### config.mk
export PLATFORM = sky130hd
export DESIGN_NAME = fetch_unit
export DESIGN_NICKNAME = d
export VERILOG_FILES = /design/src/rtl/fetch_unit.sv
export SDC_FILE = /design/constraint.sdc
export NUM_CORES = 1
export LEC_CHECK = 0
export CORE_MARGIN = 5
export CORE_UTILIZATION = 56
export DETAILED_ROUTE_END_ITERATION = 16
export GPL_ROUTABILITY_DRIVEN = 0
export PLACE_DENSITY = 0.91
export SKIP_LAST_GASP = 1
export SLEW_MARGIN = 20
export SYNTH_ARGS = -nofsm -noshare
export SYNTH_HDL_FRONTEND = slang
export SYNTH_SLANG_ARGS = --single-unit
### constraint.sdc
create_clock -name clk -period 11.6 [get_ports clk]
set_input_delay 3.48 -clock clk [delete_from_list [all_inputs] [get_ports clk]]
set_output_delay 3.48 -clock clk [all_outputs]
set_load 0.02 [all_outputs]
### src/rtl/fetch_unit.sv
// Instruction fetch: owns the PC, issues single-outstanding imem reads and
// buffers returned words in a 2-entry FIFO presented to decode.
module fetch_unit #(
  parameter logic [31:0] RESET_PC = 32'h0000_0000
) (
  input  logic        clk,
  input  logic        rst,
  output logic        imem_req_valid,
  input  logic        imem_req_ready,
  output logic [31:0] imem_addr,
  input  logic        imem_rsp_valid,
  input  logic [31:0] imem_rsp_data,
  input  logic        redirect,
  input  logic [31:0] redirect_pc,
  output logic        instr_valid,
  input  logic        instr_ready,
  output logic [31:0] instr,
  output logic [31:0] instr_pc,
  output logic [6:0]  opcode,
  output logic [2:0]  func3
);
  localparam logic [31:0] NOP = 32'h0000_0013;

  typedef struct packed {
    logic [31:0] instr;
    logic [31:0] pc;
  } fetch_entry_t;

  logic [31:0]  pc_q;
  logic [31:0]  inflight_pc_q;
  logic         outstanding_q;
  logic         drop_q;
  fetch_entry_t buf_q [2];
  logic         rd_ptr_q;
  logic         wr_ptr_q;
  logic [1:0]   count_q;

  logic         pop;
  logic         push;
  logic         rsp;
  logic         req_fire;
  logic [2:0]   occupancy;
  logic         unused_redirect_lsbs;
  fetch_entry_t head;

  assign unused_redirect_lsbs = ^redirect_pc[1:0];

  assign instr_valid = count_q != 2'd0;
  assign pop = instr_valid && instr_ready;

  // Slots claimed after this cycle: buffered words plus the pending response.
  assign occupancy = {1'b0, count_q}
                   + {2'b00, outstanding_q}
                   - {2'b00, pop};

  assign imem_req_valid = !rst && !redirect
                       && (!outstanding_q || imem_rsp_valid)
                       && (occupancy <= 3'd1);
  assign imem_addr = pc_q;
  assign req_fire = imem_req_valid && imem_req_ready;

  assign rsp  = imem_rsp_valid && outstanding_q;
  assign push = rsp && !drop_q && !redirect;

  assign head     = buf_q[rd_ptr_q];
  assign instr    = head.instr;
  assign instr_pc = head.pc;
  assign opcode   = head.instr[6:0];
  assign func3    = head.instr[14:12];

  always_ff @(posedge clk or posedge rst) begin
    if (rst) begin
      pc_q          <= RESET_PC;
      inflight_pc_q <= 32'h0;
      outstanding_q <= 1'b0;
      drop_q        <= 1'b0;
    end else begin
      if (redirect) begin
        pc_q <= {redirect_pc[31:2], 2'b00};
      end else if (req_fire) begin
        pc_q <= pc_q + 32'd4;
      end
      if (req_fire) begin
        inflight_pc_q <= pc_q;
      end
      if (req_fire) begin
        outstanding_q <= 1'b1;
      end else if (rsp) begin
        outstanding_q <= 1'b0;
      end
      // A response still in flight at redirect belongs to the old path.
      if (rsp) begin
        drop_q <= 1'b0;
      end else if (redirect && outstanding_q) begin
        drop_q <= 1'b1;
      end
    end
  end

  always_ff @(posedge clk or posedge rst) begin
    if (rst) begin
      buf_q[0] <= '{instr: NOP, pc: 32'h0};
      buf_q[1] <= '{instr: NOP, pc: 32'h0};
      rd_ptr_q <= 1'b0;
      wr_ptr_q <= 1'b0;
      count_q  <= 2'd0;
    end else if (redirect) begin
      rd_ptr_q <= 1'b0;
      wr_ptr_q <= 1'b0;
      count_q  <= 2'd0;
    end else begin
      if (push) begin
        buf_q[wr_ptr_q] <= '{instr: imem_rsp_data, pc: inflight_pc_q};
        wr_ptr_q        <= !wr_ptr_q;
      end
      if (pop) begin
        rd_ptr_q <= !rd_ptr_q;
      end
      count_q <= count_q + {1'b0, push} - {1'b0, pop};
    end
  end

endmodule

* Word-level counts from Yosys, hierarchy flattened
Cells that the tools add are included.
** Operators by class
- Add/subtract/negate cells :: 5
- $lt $le $gt $ge :: 4
- Multiplexer cells :: 17
- Bitwise operators :: 3
- Reductions and logical operators :: 24
** Operator list (number)
- $mux 64 :: 4
- $bwmux 128 :: 1
- $demux 64 s1 :: 1
- $mux 32 :: 2
- $add 32x3->32 const B :: 1
- $reduce_bool 2->1 :: 6
- $logic_and 1x1->1 :: 10
- $mux 1 :: 8
- $logic_not 1->1 :: 6
- $ge 2x2->1 const B :: 2
- $not 1->2 :: 2
- $add 2x1->3 :: 1
- $le 3x1->1 const B :: 1
- $sub 3x1->3 :: 1
- $add 2x1->2 :: 1
- $lt 2x1->1 const B :: 1
- $mux 2 :: 1
- $reduce_and 2->1 :: 1
- $sub 2x1->2 :: 1
- $logic_or 1x1->1 :: 1
- $not 1->1 :: 1
** Storage, ports and cells
- Bits in registers :: 198
- Bits of input ports :: 70
- Output and inout bits :: 108
- Word-level logic and storage cells :: 64

* Depth between registers and ports, before layout
Gate-level depths: netlist (run 1).
- Depth in word-level cells :: 8
- Gate-level depth with buffers :: 12
- Depth with buffers taken out :: 10

* Worst setup path after synthesis (run 1)
OpenSTA, ideal clock, no wires.
- Path type :: input -> output
- Start :: input port instr_ready
- End :: output port imem_req_valid
- Data arrival time :: 4.771 ns
- Data required time :: 8.120 ns
- Path slack :: 3.349 ns
- Stages on the path :: 7
- Path buffers :: 0
- Cell sequence :: nand2_1 -> mux2i_1 -> ha_1 -> inv_1 -> fa_1 -> xnor2_1 -> and4_1
** Between the ends
- Longest elaborated chain between the ends :: 4
** Ends and longest elaborated chain
- start: declaration :: RTL line 16 : input logic instr_ready,
- $logic_and 1x1->1 :: RTL line 49 : assign pop = instr_valid && instr_ready;
- $sub 3x1->3 :: RTL line 54 : - {2'b00, pop};
- $le 3x1->1 :: RTL line 58 : && (occupancy <= 3'd1);
- $logic_and 1x1->1 :: RTL line 58
- end: declaration :: RTL line 8 : output logic imem_req_valid,
Every way passes these cells.

* Worst setup path in the final report (run 1)
Ends and elaborated chain as after synthesis.

==> impl_metrics.toml, run 1 <==
[power_and_ir_drop]
netSwitchingFraction = 0.346
power_leakage_nw = 5.03
power_density_mw_per_mm2 = 232
ir_worst_vdd_mv = 0.123
seq_power_share = 0.387
combPwrFrac = 0.394
p_switching_w = 0.000888
clkPwrFrac = 0.219
p_int_w = 0.00168

[layout]
fillerInstances = 1029
drive_gt1_frac = 0.276
final_cell_area_mm2 = 0.0111
final_util = 0.727
nNetsFinal = 945
syn_to_final_growth_pct = 27.3
ff_latch_area_mm2 = 0.00476
final_common_cell = "mux2_2"
diodes = 0
layout_common_cells = "mux2_2, dfrtp_1, clkdlybuf4s50_1"
multi_input_comb_area_mm2 = 0.00369

[run]
maxCapViolations = 0

[setup_path]
cp_max_fo = 4
crit_path_end_kind = "primary output"
worstPathArrival_ns = 5.97
critPathKind = "in2out"
critPathLaunchType = "primary input"
cp.required_ns = 8.12

[drt]
viasPerCell = 5.68
wirelength_mm = 20.8
via_count = 6216
firstDrtPassIters = 5
drc_errors = 0
wire_per_inst_um = 19.0
drt_iter0_drc = 460
ant_nets = 0

[synth]
synth_area_mm2 = 0.00872
ys_ff_latch = 190
ys.flop_type = "dfrtp_1"
async_flop_share = 1.00
synth.distinct_cells = 50
yosys_warnings = 0
synthCells = 720
synth-edff-count = 0
yosysSeqAreaShare = 0.546
syn_area_per_cell_um2 = 12.1

[global_routing]
globalRouteTotalUtil = 0.234
grt_overflow = 0
grt_max_degree = 80
antenna_found_initial = 0
grt_pass1_wl_mm = 33.7
grt_pass1_vias = 6582

[clock_tree]
cts_tree = "built"
cts-root-buf = "clkbuf_16"
path_clk_slew_ns = 0.07
cts.sinks = 190
cts_max_level = 4
cts_buffers = 17
cts_resized = 0
cts_buffer_depth = 2
worstSkewPairLatency_ns = 0.43
cts_hold_buf = 0
post_cts_buffers = 0

[floorplanning]
die_y_um = 135
start_util = 0.571
die_w_um = 135
rows = 45
core_mm2 = 0.0153
ios = 178
die-area_mm2 = 0.0182

[timing]
setup_viol = 0
fmax_ghz = 0.106
skew_ns = 0.0119
finalCritPeriodShare = 0.814
maxSlewViolCount = 0
min_period_ns = 9.45
slew_headroom = 0.226
fin_ws_ns = 2.15
worst_pin_slew_ns = 1.16
whs_ns = 0.501
setup-tns-final_ns = 0
hold_violations = 0
rsz0062_at_grt = "false"

[place]
dp_slack_ns = 2.15
portBuffers = 171
dpl.hpwl_mm = 13.5
place_area_mm2 = 0.0105

[run_status]
status = "finished clean"

[min_path]
hold_path.class = "reg2reg"
==> synthesized netlist by cell type, types with 2 or more instances <==
master / count / area share
mux2_2: 186 / 0.24
dfrtp_1: 184 / 0.53
nand2_1: 126 / 0.054
clkbuf_1: 22 / 0.0095
o21ai_0: 20 / 0.011
nor2_1: 18 / 0.0078
nand3_1: 17 / 0.0098
buf_4: 14 / 0.012
buf_2: 11 / 0.0063
nand4_1: 11 / 0.0079
o211ai_1: 11 / 0.0095
o311ai_0: 11 / 0.011
inv_1: 9 / 0.0039
a21oi_1: 6 / 0.0034
dfstp_2: 6 / 0.018
nor3_1: 5 / 0.0029
or4_1: 5 / 0.0043
xnor2_1: 5 / 0.0050
ha_1: 4 / 0.0057
mux2i_1: 4 / 0.0046
nor4_1: 4 / 0.0029
a31oi_1: 3 / 0.0022
and3_1: 3 / 0.0022
a22oi_1: 2 / 0.0017
a32oi_1: 2 / 0.0020
and2_0: 2 / 0.0014
and2_1: 2 / 0.0014
nand2b_1: 2 / 0.0014
nand4_4: 2 / 0.0049
nor2_2: 2 / 0.0014
or2_2: 2 / 0.0014
==> worst paths after layout <==
kind / slack, ns / endpoint / depth (start not counted) / start
hold / removal: 0.50 / buf_q[44]$_DFFE_PP0P_ / 1 / buf_q[44]$_DFFE_PP0P_
setup reg to reg: 7.99 / imem_addr[12]$_DFFE_PP0P_ / 11 / count_q[1]$_DFF_PP0_
min in group asynchronous: 3.56 / rd_ptr_q$_DFFE_PP0P_ / 2 / rst
max in group asynchronous: 6.86 / imem_addr[18]$_DFFE_PP0P_ / 3 / rst
hold reg to reg: 0.50 / buf_q[44]$_DFFE_PP0P_ / 1 / buf_q[44]$_DFFE_PP0P_
setup / recovery: 2.15 / imem_req_valid / 9 / instr_ready
==> kinds of logic after synthesis <==
kind of cell	Yosys count	share of synthesized area
fa+ha+maj	5	0.00804
buf+inv	59	0.0340
other cells	1	0.000430
flops	190	0.546
compound gates	60	0.0462
mux	190	0.245
xor+xnor	6	0.00603
simple gates	209	0.114
==> per-layer routing <==
metal  GRT usage  wire, um  up-vias
met5           0         0        -
met4      0.0843       419        0
met3      0.0600      1550       31
met2       0.382     10300      278
met1       0.304      8600     3069
li1            -         -     2838
==> critical path, cell delays in order <==
cell and delay (ns):
clkdlybuf4s50_1 0.49, nand2_1 0.07, mux2i_1 0.14, ha_1 0.16, inv_1 0.05, fa_1 0.37
xnor2_1 0.32, and4_1 0.26, clkdlybuf4s50_1 0.63
==> stage by stage <==
| stage | total power, W | instances |
|---|---|---|
| 3_5_place_dp | 0.00201 | 1062 |
| 4_1_cts | 0.00259 | 1094 |
| 6_report | 0.00257 | 1094 |
| 2_1_floorplan | 0.00160 | 723 |
| 3_3_place_gp | 0.00198 | 1062 |
| 5_1_grt | 0.00270 | 1094 |
==> power by group through the flow <==
stage	Clock [W]	Sequential (W)	Combinational (W)
floorplan	0	0.000973	0.000628
CTS	0.000572	0.000994	0.00102
global placement	0	0.000990	0.000990
finish	0.000562	0.000994	0.00101
detailed placement	0	0.00100	0.00101
global route	0.000600	0.00102	0.00108
==> cell type report <==
| class | instances | area share |
|---|---|---|
| Clock buffer | 19 | 0.0399 |
| Clock inverter | 13 | 0.0117 |
| Inverter | 9 | 0.00350 |
| Multi-Input combinational cell | 474 | 0.333 |
| Sequential cell | 190 | 0.429 |
| Tap cell | 211 | 0.0238 |
| Timing Repair Buffer | 178 | 0.159 |
==> registers in the layout (all words and copies together) (netlist names) <==
register,cells
rd_ptr_q,1
inflight_pc_q,30
outstanding_q,1
count_q,2
imem_addr,30
drop_q,1
wr_ptr_q,1
buf_q,124
Note: power is estimated with default switching activity, not from simulation.
==> run 2: changes to the inputs <==
--- a/config.mk
+++ b/config.mk
@@ -6,10 +6,10 @@
 export NUM_CORES = 1
 export LEC_CHECK = 0
 export CORE_MARGIN = 5
-export CORE_UTILIZATION = 56
+export CORE_UTILIZATION = 52
 export DETAILED_ROUTE_END_ITERATION = 16
 export GPL_ROUTABILITY_DRIVEN = 0
-export PLACE_DENSITY = 0.91
+export PLACE_DENSITY = 0.86
 export SKIP_LAST_GASP = 1
 export SLEW_MARGIN = 20
 export SYNTH_ARGS = -nofsm -noshare
==> constraint.sdc (replaced) <==
create_clock -name clk -period 9.6 [get_ports clk]
set_input_delay 2.88 -clock clk [delete_from_list [all_inputs] [get_ports clk]]
set_output_delay 2.88 -clock clk [all_outputs]
set_load 0.02 [all_outputs]
==> impl_metrics.toml, run 2 (synthesized netlist as in run 1, its figures left out) <==
[run_status]
status = "finished clean"

[timing]
worst_pin_slew_ns = 1.12
hold_violations = 0
skew_ns = 0.00996
min_period_ns = 8.21
slew_headroom = 0.254
fin_ws_ns = 1.39
finalCritPeriodShare = 0.856
setup_viol = 0
rsz0062_at_grt = "false"
maxSlewViolCount = 0
setup-tns-final_ns = 0
fmax_ghz = 0.122

[setup_path]
timing.rr.start = "count_q[1]$_DFF_PP0_"
crit_path_end_kind = "primary output"
r2r_setup_slack_ns = 5.98
critPathLaunchType = "primary input"
cp.required_ns = 6.72
cp_max_fo = 4
critPathKind = "in2out"
worstRegToRegCells = 11
r2r-end = "imem_addr[11]$_DFFE_PP0P_"
crit_start = "instr_ready"
worstPathArrival_ns = 5.33
cp-endpoint = "imem_req_valid"

[global_routing]
grt_pass1_vias = 6175
grt_pass1_wl_mm = 32.4
antenna_found_initial = 0
grt_overflow = 0
grt_max_degree = 109
globalRouteTotalUtil = 0.206

[floorplanning]
rows = 47
ios = 178
die_w_um = 139
start_util = 0.527
die_y_um = 139
core_mm2 = 0.0165
die-area_mm2 = 0.0195

[clock_tree]
worstSkewPairLatency_ns = 0.43
cts_tree = "built"
cts.sinks = 190
path_clk_slew_ns = 0.08
cts_buffers = 17
cts_hold_buf = 0
cts_resized = 0
cts_max_level = 4
cts_buffer_depth = 2
cts-root-buf = "clkbuf_16"
post_cts_buffers = 0

[power_and_ir_drop]
ir_worst_vdd_mv = 0.155
seq_power_share = 0.382
combPwrFrac = 0.394
netSwitchingFraction = 0.352
clkPwrFrac = 0.224
power_leakage_nw = 5.04
p_switching_w = 0.00109
finalPower_w = 0.00310
p_int_w = 0.00201
power_density_mw_per_mm2 = 279

[drt]
drt_iter0_drc = 429
ant_nets = 0
wire_per_inst_um = 17.9
drc_errors = 0
wirelength_mm = 19.7
via_count = 6110
viasPerCell = 5.54
firstDrtPassIters = 5

[place]
portBuffers = 171
dp_slack_ns = 1.38
dpl.hpwl_mm = 12.9

[layout]
ff_latch_area_mm2 = 0.00476
drive_gt1_frac = 0.277
fillerInstances = 1236
top_register = "buf_q"
diodes = 0
layout_common_cells = "mux2_2, dfrtp_1, clkdlybuf4s50_1"
nNetsFinal = 944
multi_input_comb_area_mm2 = 0.00369
final_common_cell = "mux2_2"
syn_to_final_growth_pct = 27.6
largest_reg_flops = 124

[run]
maxCapViolations = 0

[min_path]
whs_path_depth = 2
hold_path.class = "reg2reg"
[run 2: through the flow]
stage | cells | utilization | area [um^2] | hold WS, ns
finish | 1102 | 0.673 | 11100 | 0.499
global route | 1102 | 0.673 | 11100 | 0.514
CTS | 1102 | 0.673 | 11100 | 0.503
detailed placement | 1070 | 0.637 | 10500 | 0.486
global placement | 1070 | 0.637 | 10500 | 0.478
floorplan | 723 | - | 8730 | 0.458
[run 2: layer usage]
layer	vias to the layer above	GRT usage	wire [um]
li1	2840	-	-
met5	-	0	0
met4	0	0.0608	250
met1	3034	0.280	8720
met2	216	0.331	9390
met3	20	0.0511	1330
[run 2: worst max-delay path, stage by stage]
cell and delay [ns]:
clkdlybuf4s50_1 0.50, nand2_1 0.07, mux2i_1 0.13, ha_1 0.16, inv_1 0.05, fa_1 0.37
xnor2_1 0.33, and4_1 0.24, clkdlybuf4s50_1 0.60
[run 2: worst min path at each step]
stage | from | end | slack [ns]
after floorplan | inflight_pc_q[10]$_DFFE_PP0P_ | inflight_pc_q[10]$_DFFE_PP0P_ | 0.46
after global placement | inflight_pc_q[18]$_DFFE_PP0P_ | inflight_pc_q[18]$_DFFE_PP0P_ | 0.48
after detailed placement | inflight_pc_q[18]$_DFFE_PP0P_ | inflight_pc_q[18]$_DFFE_PP0P_ | 0.49
after CTS | buf_q[60]$_DFFE_PP0P_ | buf_q[60]$_DFFE_PP0P_ | 0.50
after global routing | buf_q[60]$_DFFE_PP0P_ | buf_q[60]$_DFFE_PP0P_ | 0.51
final | inflight_pc_q[24]$_DFFE_PP0P_ | inflight_pc_q[24]$_DFFE_PP0P_ | 0.50
[run 2: layout make-up]
cell class	instances	area share
Timing Repair Buffer	177	0.158
Sequential cell	190	0.428
Clock buffer	17	0.0383
Clock inverter	15	0.0147
Multi-Input combinational cell	474	0.332
Inverter	9	0.00371
Tap cell	220	0.0248
[run 2: power groups by stage]
| stage | Combinational, W | Sequential [W] | Clock, W |
|---|---|---|---|
| 4_1_cts | 0.00124 | 0.00119 | 0.000708 |
| 3_5_place_dp | 0.00123 | 0.00120 | 0 |
| 5_1_grt | 0.00131 | 0.00122 | 0.000743 |
| 2_1_floorplan | 0.000759 | 0.00118 | 0 |
| 3_3_place_gp | 0.00121 | 0.00119 | 0 |
| 6_report | 0.00122 | 0.00119 | 0.000695 |
